<file path="src/rtl/gray_updown.sv">
// Up/down Gray-code counter with registered Gray and binary views and
// wrap flags that are either sticky (cleared by ClrFlags) or single-cycle pulses.
module gray_updown #(
  parameter int WIDTH  = 4,
  parameter bit STICKY = 1'b1
) (
  input  logic             Clk,
  input  logic             Reset,
  input  logic             En,
  input  logic             Dir,
  input  logic             Load,
  input  logic [WIDTH-1:0] LoadVal,
  input  logic             ClrFlags,
  output logic [WIDTH-1:0] Output,
  output logic [WIDTH-1:0] Binary,
  output logic             Overflow,
  output logic             Underflow
);

  localparam logic [WIDTH-1:0] MAX_BIN = {WIDTH{1'b1}};
  localparam logic [WIDTH-1:0] ONE     = {{(WIDTH-1){1'b0}}, 1'b1};
  localparam logic [WIDTH-1:0] ZERO    = {WIDTH{1'b0}};

  // Gray to binary: each binary bit is the XOR of all Gray bits at or above it.
  function automatic logic [WIDTH-1:0] gray2bin(input logic [WIDTH-1:0] g);
    logic [WIDTH-1:0] b;
    b[WIDTH-1] = g[WIDTH-1];
    for (int i = WIDTH - 2; i >= 0; i--) begin
      b[i] = b[i+1] ^ g[i];
    end
    return b;
  endfunction

  function automatic logic [WIDTH-1:0] bin2gray(input logic [WIDTH-1:0] b);
    return b ^ (b >> 1);
  endfunction

  // Initialisers give a power-up state identical to the reset state.
  logic [WIDTH-1:0] bin_q  = ZERO;
  logic [WIDTH-1:0] gray_q = ZERO;
  logic             ovf_q  = 1'b0;
  logic             unf_q  = 1'b0;

  logic [WIDTH-1:0] bin_d;
  logic [WIDTH-1:0] gray_d;
  logic             ovf_d;
  logic             unf_d;
  logic             wrap_up_s;
  logic             wrap_dn_s;

  // Next-state: Reset over Load over En; flags derive from the wrap detect.
  always_comb begin
    bin_d     = bin_q;
    wrap_up_s = 1'b0;
    wrap_dn_s = 1'b0;
    ovf_d     = ovf_q;
    unf_d     = unf_q;

    if (Reset) begin
      bin_d = ZERO;
    end else if (Load) begin
      bin_d = gray2bin(LoadVal);
    end else if (En) begin
      if (Dir) begin
        bin_d     = bin_q - ONE;
        wrap_dn_s = (bin_q == ZERO);
      end else begin
        bin_d     = bin_q + ONE;
        wrap_up_s = (bin_q == MAX_BIN);
      end
    end else begin
      bin_d = bin_q;
    end

    if (Reset) begin
      ovf_d = 1'b0;
      unf_d = 1'b0;
    end else if (STICKY) begin
      ovf_d = wrap_up_s | (ovf_q & ~ClrFlags);
      unf_d = wrap_dn_s | (unf_q & ~ClrFlags);
    end else begin
      ovf_d = wrap_up_s;
      unf_d = wrap_dn_s;
    end

    gray_d = bin2gray(bin_d);
  end

  // State registers; Gray is registered from the same next value as binary.
  always_ff @(posedge Clk) begin
    bin_q  <= bin_d;
    gray_q <= gray_d;
    ovf_q  <= ovf_d;
    unf_q  <= unf_d;
  end

  assign Output    = gray_q;
  assign Binary    = bin_q;
  assign Overflow  = ovf_q;
  assign Underflow = unf_q;

endmodule

</file>
<file path="config.mk">
export PLATFORM = sky130hd
export DESIGN_NAME = gray_updown
export DESIGN_NICKNAME = d
export VERILOG_FILES = /design/src/rtl/gray_updown.sv
export SDC_FILE = /design/constraint.sdc
export NUM_CORES = 1
export LEC_CHECK = 0
export CAP_MARGIN = 25
export CORE_MARGIN = 10
export CORE_UTILIZATION = 40
export CTS_CLUSTER_DIAMETER = 150
export CTS_CLUSTER_SIZE = 28
export DETAILED_ROUTE_END_ITERATION = 16
export DONT_BUFFER_PORTS = 1
export SETUP_SLACK_MARGIN = 0.05
export SYNTH_ARGS = -nofsm -noshare
export SYNTH_HDL_FRONTEND = slang
export SYNTH_SLANG_ARGS = --single-unit
export TNS_END_PERCENT = 30
</file>
<file path="constraint.sdc">
create_clock -name Clk -period 4.3 [get_ports Clk]
set_input_delay 1.075 -clock Clk [delete_from_list [all_inputs] [get_ports Clk]]
set_output_delay 1.075 -clock Clk [all_outputs]
set_load 0.02 [all_outputs]
</file>
==> impl_results.md <==
- Slew Limit Fails: 0
- Drt pass-1 iters: 4
- Sw Share: 32.3%
- Outcome: completed
- CP Cell Sequence: ha_1, a21oi_1, a21oi_1, or4_1, and3_4, xor2_1
- IO Port Bufs: 0
- Hold crit path type: register to register
- Post-DP HPWL: 876 um
- Hold-fix buffers, CTS: 0
- Clk root buf: clkbuf_4
- Antenna cells: 0
- Skew-Pair Late Insertion Delay: 0.26 ns
- # setup viols final: 0
- Worst r2r path cells: 6
- GRT Util Overall: 7.49%
- CTS tree: yes
- Clk buf depth: 2
- Dpl ws: ~1.7 ns
- Post-Syn Nets: 66
- Chip Height: 56.2 um
- H-tree Lvls: 1
- Seq pwr share: 51.8%
- Synthesized cell area: 524 um2
- Worst VDD drop: 234 uV
- Largest cells by area after synthesis: dfxtp_1, xor2_1, a21oi_1
- Avg Vias per Cell: about 5.4
- CP Class: input pin to register
- Wire per inst: 16.6 um
- Clk network pwr share: approximately 29%
- Leakage: 0.214 nW
- Peak Freq: 0.433 GHz
- Register bit total from synthesis: 9
- MaxCap Viol Count: 0
- Drt total wl: 1.13 mm
- Worst Path Arrival: approximately 2.5 ns
- RSZ-0062 raised after global routing: no
- Vias in the first global route: approximately 370
- Depth of the worst hold-timing path: 2
- Layout area overhead: 3.82%
- Most frequent cell on the critical path: a21oi_1
- # IOs: 20
- Num rows: 12
- Global-route wire length before repair: 1.83 mm
- Max stage delay on crit path: 0.46 ns
- Final nets: 68
- Buffer count from post-CTS setup fixing: 0
- Layout cell share with drive strength beyond 1: 14.8%
- Biggest area consumer among synthesized cells: dfxtp_1
- Largest net degree at the start of global routing: 12
- Worst path required time: around 4.5 ns
- Setup TNS: 0 ns
- Setup slack, reg-to-reg: roughly 2.3 ns
- Min Tclk post-route: between 2 and 2.5 ns
- Final worst slack: 1.99 ns
- Post-CTS sizing: 0
- Warnings from Yosys: 0
- Crit-path slowest cell: or4_1
- CP startpoint kind: input pin
- Synth Area per Inst: 9.89 um2
- Worst-path maximum fanout: 7
- Final hold violation count: 0
- Die area: 3160 um2
- Post-Syn Instances: 53
- Sequential share of the synthesized area: 34.4%
- Internal power: around 0.00015 W
- Initial antenna violation count: 0
- CTS Buf Count: 3
- DIE WIDTH: 56.2 um
- Final period utilization: 53.7%
- Initial Util: 44.8%
- Gp weighted congestion: 0.785
- Core area: around 1200 um2
- GRT overflow: 0
- Post-synthesis cell type count: 25
- Total net switching power: around 0.000074 W
- Clock-pin slew on the worst setup and hold paths: 0.06 ns
- Initial DRC Count: 2
- Worst relative slew slack: 66.1%
- Clk_skew: 0.00595 ns
- Final ANT Viol Nets: 0
- Synth top area share: 34.4%
- Vias: ~370
- Post-layout util: a little under half
- Worst slew pin tran: 0.508 ns
- Nature of the critical path endpoint: register
- Clk sinks: 9
- Gate power share: 19.5%
- Pwr dens: between 400 and 500 nW/um2
- DRC viols: 0
- Hold WS: around 0.57 ns
## cells in the final DEF, fill, tap and decap left out
master,instances
dfxtp_1,9
a21oi_1,6
nor2_1,5
xor2_1,5
xnor2_1,3
nand2b_1,3
clkbuf_4,3
a211oi_2,2
mux2i_1,2
ha_1,2
mux2_2,1
nand3_1,1
and4_4,1
or4_1,1
nor2b_1,1
o21ai_0,1
inv_1,1
and3_4,1
nor4bb_1,1
nand4_1,1
nor4_1,1
nand4b_1,1
fa_1,1
clkbuf_1,1
## worst max-delay path, delay by kind of cell
kind / cells / cell delay, ns
compound gates: 2 / 0.30
xor+xnor: 1 / 0.14
fa+ha+maj: 1 / 0.32
simple gates: 2 / 0.63
## state kept, by name (all words and copies together) (netlist names)
register   flops
Overflow       1
Binary         4
Output         3
Underflow      1
## cells by family (layout without fill, tap and decap cells)
kind of cell / count (synthesis) / after routing / share of synthesized area, %
adders and majority gates: 3 / 3 / 8.59
and+or+nand+nor: 17 / 17 / 21.0
buffers and inverters: 4 / 5 / 5.25
AOI/OAI and AO/OA: 9 / 9 / 11.5
muxes: 3 / 3 / 5.97
DFF: 9 / 9 / 34.4
xor gates and xnor gates: 8 / 8 / 13.4
## synthesized netlist by cell type, drive strengths merged
| cell type | number |
|---|---|
| dfxtp | 9 |
| xor2 | 5 |
| buf | 3 |
| nand4 | 1 |
| fa | 1 |
| mux2 | 1 |
| a21oi | 6 |
| and4 | 1 |
| nand3 | 1 |
| inv | 1 |
| and3 | 1 |
| o21ai | 1 |
| ha | 2 |
| nor4 | 1 |
| nor2b | 1 |
| a211oi | 2 |
| xnor2 | 3 |
| nor4bb | 1 |
| nand4b | 1 |
| or4 | 1 |
| nor2 | 5 |
| mux2i | 2 |
| nand2b | 3 |
## worst paths after layout
check              end  startpoint
max          Output[2]         Dir
min           Overflow    Overflow
max reg2reg  Output[2]   Binary[2]
min reg2reg   Overflow    Overflow
## power by group through the flow
stage / clock network [W] / logic [W] / registers, W
5_1_grt: 0.0000759 / 0.0000513 / 0.000120
2_1_floorplan: 0 / 0.0000444 / 0.000116
3_3_place_gp: 0 / 0.0000440 / 0.000121
4_1_cts: 0.0000693 / 0.0000452 / 0.000119
6_report: 0.0000653 / 0.0000444 / 0.000118
3_5_place_dp: 0 / 0.0000445 / 0.000121
## area by class of cell
| cell class | count | area [um2] |
|---|---|---|
| fill | 123 | 627 |
| multi-input combinational | 40 | 317 |
| sequential | 9 | 180 |
| clock buffer | 4 | 26.3 |
| tap | 14 | 17.5 |
| inverter | 1 | 3.75 |
## routing by layer
| layer | vias to the layer above | routed length (um) | global-route usage [%] |
|---|---|---|---|
| li1 | 190 | - | - |
| met2 | 13 | 533 | 11.3 |
| met3 | 5 | 148 | 6.61 |
| met4 | 0 | 12 | 3.07 |
| met1 | 158 | 431 | 7.06 |
| met5 | - | 0 | 0 |
## per-stage QoR
| stage | instances | instance area [um2] | total power [W] |
|---|---|---|---|
| global route | 68 | 544 | 0.000248 |
| finish | 68 | 544 | 0.000228 |
| floorplan | 53 | 524 | 0.000160 |
| global placement | 64 | 518 | 0.000165 |
| detailed placement | 64 | 518 | 0.000165 |
| CTS | 68 | 544 | 0.000233 |
(Power assumes the default switching activity.)
